[config.mk]
export PLATFORM = sky130hd
export DESIGN_NAME = wdata_stream_writer
export DESIGN_NICKNAME = d
export VERILOG_FILES = /design/src/rtl/wdata_stream_writer_pkg.sv /design/src/rtl/wdata_stream_writer_fifo.sv /design/src/rtl/wdata_stream_writer.sv
export SDC_FILE = /design/constraint.sdc
export NUM_CORES = 1
export LEC_CHECK = 0
export CAP_MARGIN = 40
export CORE_MARGIN = 5
export CORE_UTILIZATION = 54
export DETAILED_ROUTE_END_ITERATION = 6
export PLACE_DENSITY = 0.87
export SYNTH_ARGS = -nofsm -noshare
export SYNTH_HDL_FRONTEND = slang
export SYNTH_SLANG_ARGS = --single-unit
[constraint.sdc]
create_clock -name clk_i -period 3.5 [get_ports clk_i]
set_clock_uncertainty 0.15 [all_clocks]
set_input_delay 0.875 -clock clk_i [delete_from_list [all_inputs] [get_ports clk_i]]
set_output_delay 0.875 -clock clk_i [all_outputs]
set_load 0.02 [all_outputs]
[src/rtl/wdata_stream_writer_pkg.sv]
// Shared types and default sizes for the C-matrix write-back engine.
package wdata_stream_writer_pkg;

    localparam int SYS_ARRAY_SIZE = 4;
    localparam int DATA_BITS      = 8;
    localparam int ROW_BITS       = SYS_ARRAY_SIZE * DATA_BITS;
    localparam int ROW_BYTES      = ROW_BITS / 8;
    localparam int ADDR_WIDTH     = 16;
    localparam int ROW_CNT_W      = $clog2(SYS_ARRAY_SIZE + 1);

    typedef logic signed [DATA_BITS-1:0] data_t;
    typedef logic [ROW_BITS-1:0]         row_t;
    typedef logic [ROW_CNT_W-1:0]        row_cnt_t;

    typedef enum logic [1:0] {
        IDLE,
        RUN,
        DONE
    } wsw_state_t;

endpackage

[src/rtl/wdata_stream_writer_fifo.sv]
// Synchronous row FIFO; a push into a full FIFO is taken when a pop happens in the same cycle.
module wdata_fifo #(
    parameter int WIDTH = 32,
    parameter int DEPTH = 4
) (
    input  logic             clk_i,
    input  logic             rst_i,
    input  logic             clr_i,
    input  logic             push_i,
    input  logic [WIDTH-1:0] data_i,
    input  logic             pop_i,
    output logic [WIDTH-1:0] data_o,
    output logic             full_o,
    output logic             empty_o
);

    localparam int AW = $clog2(DEPTH);

    logic [WIDTH-1:0] mem [DEPTH];
    logic [AW:0]      wr_ptr;
    logic [AW:0]      rd_ptr;
    logic             do_push;
    logic             do_pop;

    // Pointers carry one extra wrap bit to tell full from empty.
    assign empty_o = (wr_ptr == rd_ptr);
    assign full_o  = (wr_ptr[AW] != rd_ptr[AW]) && (wr_ptr[AW-1:0] == rd_ptr[AW-1:0]);
    assign do_pop  = pop_i && !empty_o;
    assign do_push = push_i && (!full_o || do_pop);
    assign data_o  = mem[rd_ptr[AW-1:0]];

    always_ff @(posedge clk_i) begin
        if (rst_i || clr_i) begin
            wr_ptr <= '0;
            rd_ptr <= '0;
        end else begin
            if (do_push) wr_ptr <= wr_ptr + (AW+1)'(1);
            if (do_pop)  rd_ptr <= rd_ptr + (AW+1)'(1);
        end
    end

    always_ff @(posedge clk_i) begin
        if (do_push) mem[wr_ptr[AW-1:0]] <= data_i;
    end

endmodule

[src/rtl/wdata_stream_writer.sv]
// Streams systolic-array result rows into C memory at base + i*stride, buffering through a row FIFO.
// Optional WDATA_STALL_CNT_EN adds stall_cnt_o, counting request cycles refused by the memory.
module wdata_stream_writer
    import wdata_stream_writer_pkg::*;
#(
    parameter int NUM_ROWS   = SYS_ARRAY_SIZE,
    parameter int ADDR_W     = ADDR_WIDTH,
    parameter int ROW_W      = ROW_BITS,
    parameter int FIFO_DEPTH = 4
) (
    input  logic                          clk_i,
    input  logic                          rst_i,
    input  logic                          start_i,
    output logic                          start_ready_o,
    input  logic [ADDR_W-1:0]             addr_c_i,
    input  logic [ADDR_W-1:0]             stride_i,
    input  logic [$clog2(NUM_ROWS+1)-1:0] nrows_i,
    input  logic                          row_valid_i,
    input  logic [ROW_W-1:0]              row_i,
    output logic                          en_c_o,
    input  logic                          gnt_c_i,
    output logic [ADDR_W-1:0]             addr_c_o,
    output logic [ROW_W-1:0]              wdata_c_o,
    output logic                          busy_o,
    output logic                          done_o,
    output logic                          overflow_o
`ifdef WDATA_STALL_CNT_EN
    ,
    output logic [31:0]                   stall_cnt_o
`endif
);

    localparam int                CNT_W    = $clog2(NUM_ROWS + 1);
    localparam logic [CNT_W-1:0]  MAX_ROWS = CNT_W'(NUM_ROWS);
    localparam logic [ADDR_W-1:0] ROW_STEP = ADDR_W'(ROW_W / 8);

    function automatic logic [CNT_W-1:0] eff_rows(input logic [CNT_W-1:0] n);
        return (n == '0 || n > MAX_ROWS) ? MAX_ROWS : n;
    endfunction

    wsw_state_t        state;
    wsw_state_t        state_nxt;
    logic [CNT_W-1:0]  job_rows;
    logic [CNT_W-1:0]  rcv_cnt;
    logic [CNT_W-1:0]  wr_cnt;
    logic [CNT_W-1:0]  drop_cnt;
    logic [CNT_W-1:0]  wr_nxt;
    logic [CNT_W-1:0]  drop_nxt;
    logic [ADDR_W-1:0] stride_r;
    logic [ADDR_W-1:0] cur_addr;
    logic              ovf_r;
    logic              accept_start;
    logic              in_run;
    logic              push_req;
    logic              drop_now;
    logic              push;
    logic              pop;
    logic              finish;
    logic              fifo_full;
    logic              fifo_empty;
    logic [ROW_W-1:0]  fifo_head;

    assign accept_start = (state == IDLE) && start_i;
    assign in_run       = (state == RUN);
    assign en_c_o       = in_run && !fifo_empty;
    assign pop          = en_c_o && gnt_c_i;
    assign push_req     = in_run && row_valid_i && (rcv_cnt < job_rows);
    assign drop_now     = push_req && fifo_full && !pop;
    assign push         = push_req && !drop_now;
    assign wr_nxt       = wr_cnt + CNT_W'(pop);
    assign drop_nxt     = drop_cnt + CNT_W'(drop_now);
    // A job ends once every expected row is either written or known to be lost.
    assign finish       = in_run && (({1'b0, wr_nxt} + {1'b0, drop_nxt}) == {1'b0, job_rows});

    assign start_ready_o = (state == IDLE);
    assign busy_o        = (state != IDLE);
    assign done_o        = (state == DONE);
    assign overflow_o    = ovf_r;
    assign addr_c_o      = cur_addr;
    assign wdata_c_o     = en_c_o ? fifo_head : '0;

    always_comb begin
        state_nxt = state;
        case (state)
            IDLE:    if (start_i) state_nxt = RUN;
            RUN:     if (finish)  state_nxt = DONE;
            DONE:    state_nxt = IDLE;
            default: state_nxt = IDLE;
        endcase
    end

    always_ff @(posedge clk_i) begin
        if (rst_i) begin
            state    <= IDLE;
            rcv_cnt  <= '0;
            wr_cnt   <= '0;
            drop_cnt <= '0;
            ovf_r    <= 1'b0;
            cur_addr <= '0;
        end else begin
            state <= state_nxt;
            if (accept_start) begin
                rcv_cnt  <= '0;
                wr_cnt   <= '0;
                drop_cnt <= '0;
                ovf_r    <= 1'b0;
                cur_addr <= addr_c_i;
            end else if (in_run) begin
                if (push_req) rcv_cnt <= rcv_cnt + CNT_W'(1);
                wr_cnt   <= wr_nxt;
                drop_cnt <= drop_nxt;
                if (drop_now) ovf_r <= 1'b1;
                if (pop) cur_addr <= cur_addr + stride_r;
            end
        end
    end

    // Job configuration is only consulted in RUN, so it is loaded on start and never reset.
    always_ff @(posedge clk_i) begin
        if (accept_start) begin
            stride_r <= (stride_i == '0) ? ROW_STEP : stride_i;
            job_rows <= eff_rows(nrows_i);
        end
    end

    wdata_fifo #(
        .WIDTH (ROW_W),
        .DEPTH (FIFO_DEPTH)
    ) u_fifo (
        .clk_i   (clk_i),
        .rst_i   (rst_i),
        .clr_i   (accept_start),
        .push_i  (push),
        .data_i  (row_i),
        .pop_i   (pop),
        .data_o  (fifo_head),
        .full_o  (fifo_full),
        .empty_o (fifo_empty)
    );

`ifdef WDATA_STALL_CNT_EN
    logic [31:0] stall_cnt;

    always_ff @(posedge clk_i) begin
        if (rst_i || accept_start) begin
            stall_cnt <= '0;
        end else if (en_c_o && !gnt_c_i && stall_cnt != '1) begin
            stall_cnt <= stall_cnt + 32'd1;
        end
    end

    assign stall_cnt_o = stall_cnt;
`endif

endmodule

---- Yosys cells after proc, flatten, opt, wreduce, memory -nomap -nowiden ----
Memory sizes are Yosys's and may differ from the RTL's. A register that Yosys moved wholly into a read port is not among the register bits.
Cells that the tools add are included.
cells by class
  mux-type cells .......................... 11
  add/subtract/negate cells ............... 7
  $lt $le $gt $ge ......................... 2
  reduce and logical (&&, ||, !) cells .... 30
  eq/ne operators ......................... 8
operators by type and width
  cell                 count
  $mux 16              3
  $mux 32              1
  $add 16x16->16       1
  $logic_not 16->1     1
  $logic_and 1x1->1    12
  $add 3x1->3 const B  3
  $mux 2               4
  $reduce_and 2->1     4
  $add 3x1->3          2
  $reduce_bool 2->1    3
  $add 3x3->4          1
  $eq 4x3->1           1
  $logic_not 1->1      4
  $pmux 2 s2           1
  $eq 3x3->1           1
  $gt 3x3->1 const B   1
  $logic_not 3->1      1
  $logic_or 1x1->1     3
  $lt 3x3->1           1
  $eq 2x1->1 const B   1
  $eq 2x2->1           1
  $eq 2x2->1 const B   1
  $logic_not 2->1      1
  $mux 1               2
  other kinds (4)      4
word-level totals
  logic and storage cells ................. 69
  memories ................................ 1
  register bits after elaboration ......... 53
  output and inout port bits .............. 53
  bits in writable memories ............... 128
memories
  name        words  width  read ports  clocked after memory_dff  write ports  line                            text
  u_fifo.mem  4      32     1           1                         1            wdata_stream_writer_fifo.sv:19  logic [WIDTH-1:0] mem [DEPTH];

---- Longest topological paths before layout ----
  word-level depth ........................ 12
  gate-level depth with buffers ........... 14

---- Cells and area by module ----
A second synthesis with hierarchy kept.
unflattened totals
  cells, all modules ...................... 587
  area total of the unflattened synthesis .. 8202.9 um2
by module, submodules not included
  module               times used  seq. area each (um2)  area an instance (um2)  cells an instance
  wdata_fifo           1           4003.8                5084.9                  222
  wdata_stream_writer  1           1131.1                3118.0                  365

---- Worst setup path before layout ----
Ideal clock, no wire load.
  path kind ............................... input -> register
  start ................................... input gnt_c_i
  end ..................................... register state[0]
  path buffers ............................ 1
  setup slack ............................. 314 ps
  library setup time ...................... 128 ps
  stages on the path ...................... 11
  arrival ................................. 2909 ps
  cells stage by stage .................... o311ai_1 inv_1 clkbuf_1 ha_1 ha_1 fa_1 xor2_1 nor3_1 nand2_1 a21oi_1 nor2_1
between the ends
  elaborated cells on any way between the ends .. 10
  those cells by class .................... add/sub: 3; eq/ne: 2; reduce/logical: 5
RTL lines
  element                     line                        text
  from (decl)                 wdata_stream_writer.sv:21   input logic gnt_c_i,
  $logic_and 1x1->1           wdata_stream_writer.sv:66   assign pop = en_c_o && gnt_c_i;
  $add 3x1->3                 wdata_stream_writer.sv:70   assign wr_nxt = wr_cnt + CNT_W'(pop);
  net wr_nxt[0]               wdata_stream_writer.sv:47   logic [CNT_W-1:0] wr_nxt;
  $add 3x3->4                 wdata_stream_writer.sv:73   assign finish = in_run && (({1'b0, wr_nxt} + {1'b0, drop_nxt}) == {1'b0, job_rows});
  $eq 4x3->1                  wdata_stream_writer.sv:73
  $logic_and 1x1->1           wdata_stream_writer.sv:73
  $ne 2x1->1 (no line)        -
  $reduce_and 2->1 (no line)  -
  to (signal assigned)        wdata_stream_writer.sv:101  state <= state_nxt;
  to (decl)                   wdata_stream_writer.sv:41   wsw_state_t state;
The timed path passes the listed nets, and every way through them passes these cells.
A chain may end at the register's enable or synchronous reset.

---- Worst setup path after layout ----
  start ................................... register state[0]
  end ..................................... output wdata_c_o[9]
between the ends
  word-level cells in the longest chain between the ends .. 3
ends and longest elaborated chain
  element            line                       text
  $eq 2x1->1         wdata_stream_writer.sv:64  assign in_run = (state == RUN);
  $logic_and 1x1->1  wdata_stream_writer.sv:65  assign en_c_o = in_run && !fifo_empty;
  $mux 32            wdata_stream_writer.sv:80  assign wdata_c_o = en_c_o ? fifo_head : '0;
  to (decl)          wdata_stream_writer.sv:23  output logic [ROW_W-1:0] wdata_c_o,
Every way passes these cells.

==> summary.md <==
| Metric | Value |
|---|---|
| Result of the run | `completed` |
| GRT Util Overall | `20.6%` |
| Die area | `0.0174 sq mm` |
| DRT Pass-1 Iters | `5` |
| Critical-path top delay cell | `clkdlybuf4s50_1` |
| Largest net degree at the start of global routing | `34` |
| Synth area leader | `edfxtp_1` |
| Critical Path Start Type | `register` |
| Tmin final | `3.37 ns` |
| Hold_ws | `0.320 ns` |
| Clock sink total | `183` |
| DR WL/cell | `20.2 um` |
| Slew Viols, Final | `0` |
| Drt initial violations | `316` |
| Synth area leaders | `edfxtp_1, dfxtp_1, mux4_2` |
| Worst Path Required | `2.47 ns` |
| Post-synthesis compound-gate area fraction | `6.26%` |
| Seq. cell area | `0.00514 sq mm` |
| Post-synthesis async set-or-reset flop share | `0%` |
| Worst setup margin | `0.134 ns` |
| Netlist cell types | `53` |
| YS warnings | `0` |
| Crit-path cells | `nor2b_2, o31ai_4, buf_4, nor2b_1, clkdlybuf4s50_1` |
| Area of the multi-input gates | `0.00274 sq mm` |
| Number of global-route vias before repair | `5346` |
| First-pass GRT wire length | `28.3 mm` |
| Antenna violations before repair | `0` |
| Pre-CTS setup slack | `-0.181 ns` |
| Final ANT Viol Nets | `0` |
| Period Utilization, post-route | `96.2%` |
| Crit end category | `output port` |
| Residual DRC count | `0` |
| H-tree levels | `4` |
| Slowest stage delay, CP | `0.63 ns` |
| Reg2reg setup slack | `0.34 ns` |
| Count of flip-flops with a built-in enable after synthesis | `147` |
| Die X | `132 um` |
| Final net count | `786` |
| Grt ovf | `0` |
| VDD IR max | `0.332 mV` |
| Max cap viols | `0` |
| Buffers on Ports | `124` |
| Setup bufs post-CTS | `0` |
| Most common cell after layout, fill and taps aside | `edfxtp_1` |
| Synthesized area per cell | `14.4 sq um` |
| Post-synth top flop | `edfxtp_1` |
| Post-Synthesis Cells | `557` |
| WS Path Type | `register to output port` |
| Commonest non-fill, non-tap cells in the layout | `edfxtp_1, clkdlybuf4s50_1, nand2_1` |
| Clk root buf | `clkbuf_16` |
| Share of cells above drive strength 1 | `13.5%` |
| F_max | `297 MHz` |
| Worst-margin pin slew | `0.634 ns` |
| TritonCTS Buffers | `17` |
| Drt via density | `5.94` |
| #FFs+latches synth | `183` |
| Worst hold-check path type | `register to register` |
| Synth Net Count | `661` |
| Rows | `44` |
| Final setup fails | `0` |
| Core ar. | `0.0145 sq mm` |
| Overall die height | `132 um` |
| Static leakage | `3.59 nW` |
| Max-slew headroom | `57.7%` |
| Initial Utilization | `55.3%` |
| Worst-path clk slew | `0.07 ns` |
| Multiplexer share of the synthesized area | `9.49%` |
| Final Hold Viols | `0` |
| Cell Area, Synth | `0.00803 sq mm` |
| Routability cong. | `0.883` |
| Number of I/O pins | `125` |
| Fill cells | `956` |
| PD cells | `469 mW/mm^2` |
| Via count | `5224` |
| Crit path arrival time | `2.34 ns` |
| RSZ-0062 raised after global routing | `no` |
| Post-synthesis adder-cell area fraction | `5.17%` |
| Diode count | `0` |
| CTS tree | `yes` |
| Synth Area in XOR/XNOR | `2.62%` |
| CTS max path bufs | `2` |
| Synth Area in Simple Gates | `9.97%` |
| Final WL | `17.8 mm` |
| Top-area cell type share of the netlist area | `55.0%` |
| Area delta synth->final | `26.8%` |
| Clock latency on the worst-skew pair | `0.42 ns` |
| Largest family of logic cells by synthesized area | `simple AND/OR/NAND/NOR gates` |
| Critical-path maximum fanout | `33` |
| Sequential cell area fraction in the yosys report | `63.9%` |
| HPWL Detailed | `11.8 mm` |
[critical path, delay by kind of cell, from the launching register on]
family | cells | cell delay (ns)
compound gates | 1 | 0.11
buf+inv | 2 | 0.89
flops | 1 | 0.37
simple gates | 2 | 0.54
[cell usage after synthesis, types with 3 or more instances]
master	number
ha_1	30
a21o_1	10
nand2_1	42
and3_1	3
and4_1	3
mux4_2	32
nor2_1	33
a311oi_1	6
nor2b_1	39
a31oi_1	8
xnor2_1	8
nand2b_1	5
and2_1	3
a21oi_1	18
nand3_1	9
o211ai_1	6
dfxtp_1	36
mux2i_1	3
o21ai_0	7
inv_1	14
edfxtp_1	147
nor3_1	7
clkbuf_1	29
nor4_1	3
xor2_1	16
buf_2	5
[flip-flops by register name (all words and copies together), names as in the netlist, named ones only]
| register | cells |
|---|---|
| u_fifo.rd_ptr | 3 |
| stride_r | 16 |
| state | 2 |
| u_fifo.wr_ptr | 3 |
| drop_cnt | 3 |
| u_fifo.mem | 128 |
| overflow_o | 1 |
| job_rows | 3 |
| wr_cnt | 3 |
| addr_c_o | 16 |
| rcv_cnt | 3 |
[timing repair]
| action | 4_1_cts | 5_1_grt |
|---|---|---|
| pin swaps | 0 | 1 |
| cloned | 0 | 0 |
| endpoints found under the setup margin | 32 | 32 |
| hold buffers | 0 | 0 |
| resized for setup | 1 | 4 |
[stage by stage]
| stage | cells | total power, W | area, sq um | utilization (%) | TNS, ns |
|---|---|---|---|---|---|
| CTS | 879 | 0.00480 | 10200 | 69.9 | 0 |
| global route | 879 | 0.00495 | 10200 | 70.1 | 0 |
| global placement | 847 | 0.00290 | 9570 | 65.8 | -0.0833 |
| finish | 879 | 0.00477 | 10200 | 70.1 | 0 |
| detailed placement | 847 | 0.00292 | 9570 | 65.8 | -0.264 |
| floorplan | 557 | 0.00271 | 8030 | - | 0 |
[worst paths after layout]
check / from / to / cells past startpoint
worst min-delay path: wr_cnt[0]$_SDFFE_PP0N_ / wr_cnt[0]$_SDFFE_PP0N_ / 2
worst max-delay path: state[0]$_SDFFE_PP0P_ / wdata_c_o[9] / 5
worst min register to register: wr_cnt[0]$_SDFFE_PP0N_ / wr_cnt[0]$_SDFFE_PP0N_ / 2
worst max register to register: job_rows[1]$_SDFFCE_PP0P_ / state[0]$_SDFFE_PP0P_ / 14
[power by group]
part | switching [W] | total (W) | internal [W]
clock network | 0.000817 | 0.00188 | 0.00107
logic | 0.000234 | 0.000454 | 0.000220
registers | 0.0000307 | 0.00243 | 0.00240
total | 0.00108 | 0.00477 | 0.00369
[per-layer routing]
metal	vias to the layer above	wire length (um)	GRT usage, %
met5	-	0	0
met3	29	1540	6.18
met1	2561	7000	25.6
met2	290	8910	34.1
met4	0	314	7.94
li1	2344	-	-
[cells by family after synthesis]
family,Yosys count
compound gates,73
xor+xnor,24
fa+ha+maj,32
buf+inv,51
flops,183
mux,36
simple gates,158
[area by class of cell]
cell class | instances | share of cell area [%]
inverters | 14 | 0.516
well taps | 184 | 2.26
clock inverters | 15 | 1.61
repair buffers | 143 | 14.1
clock buffers | 17 | 4.18
flip-flops and latches | 183 | 50.4
multi-input cells | 323 | 26.9
No activity file was read; power rests on OpenSTA's default activity.
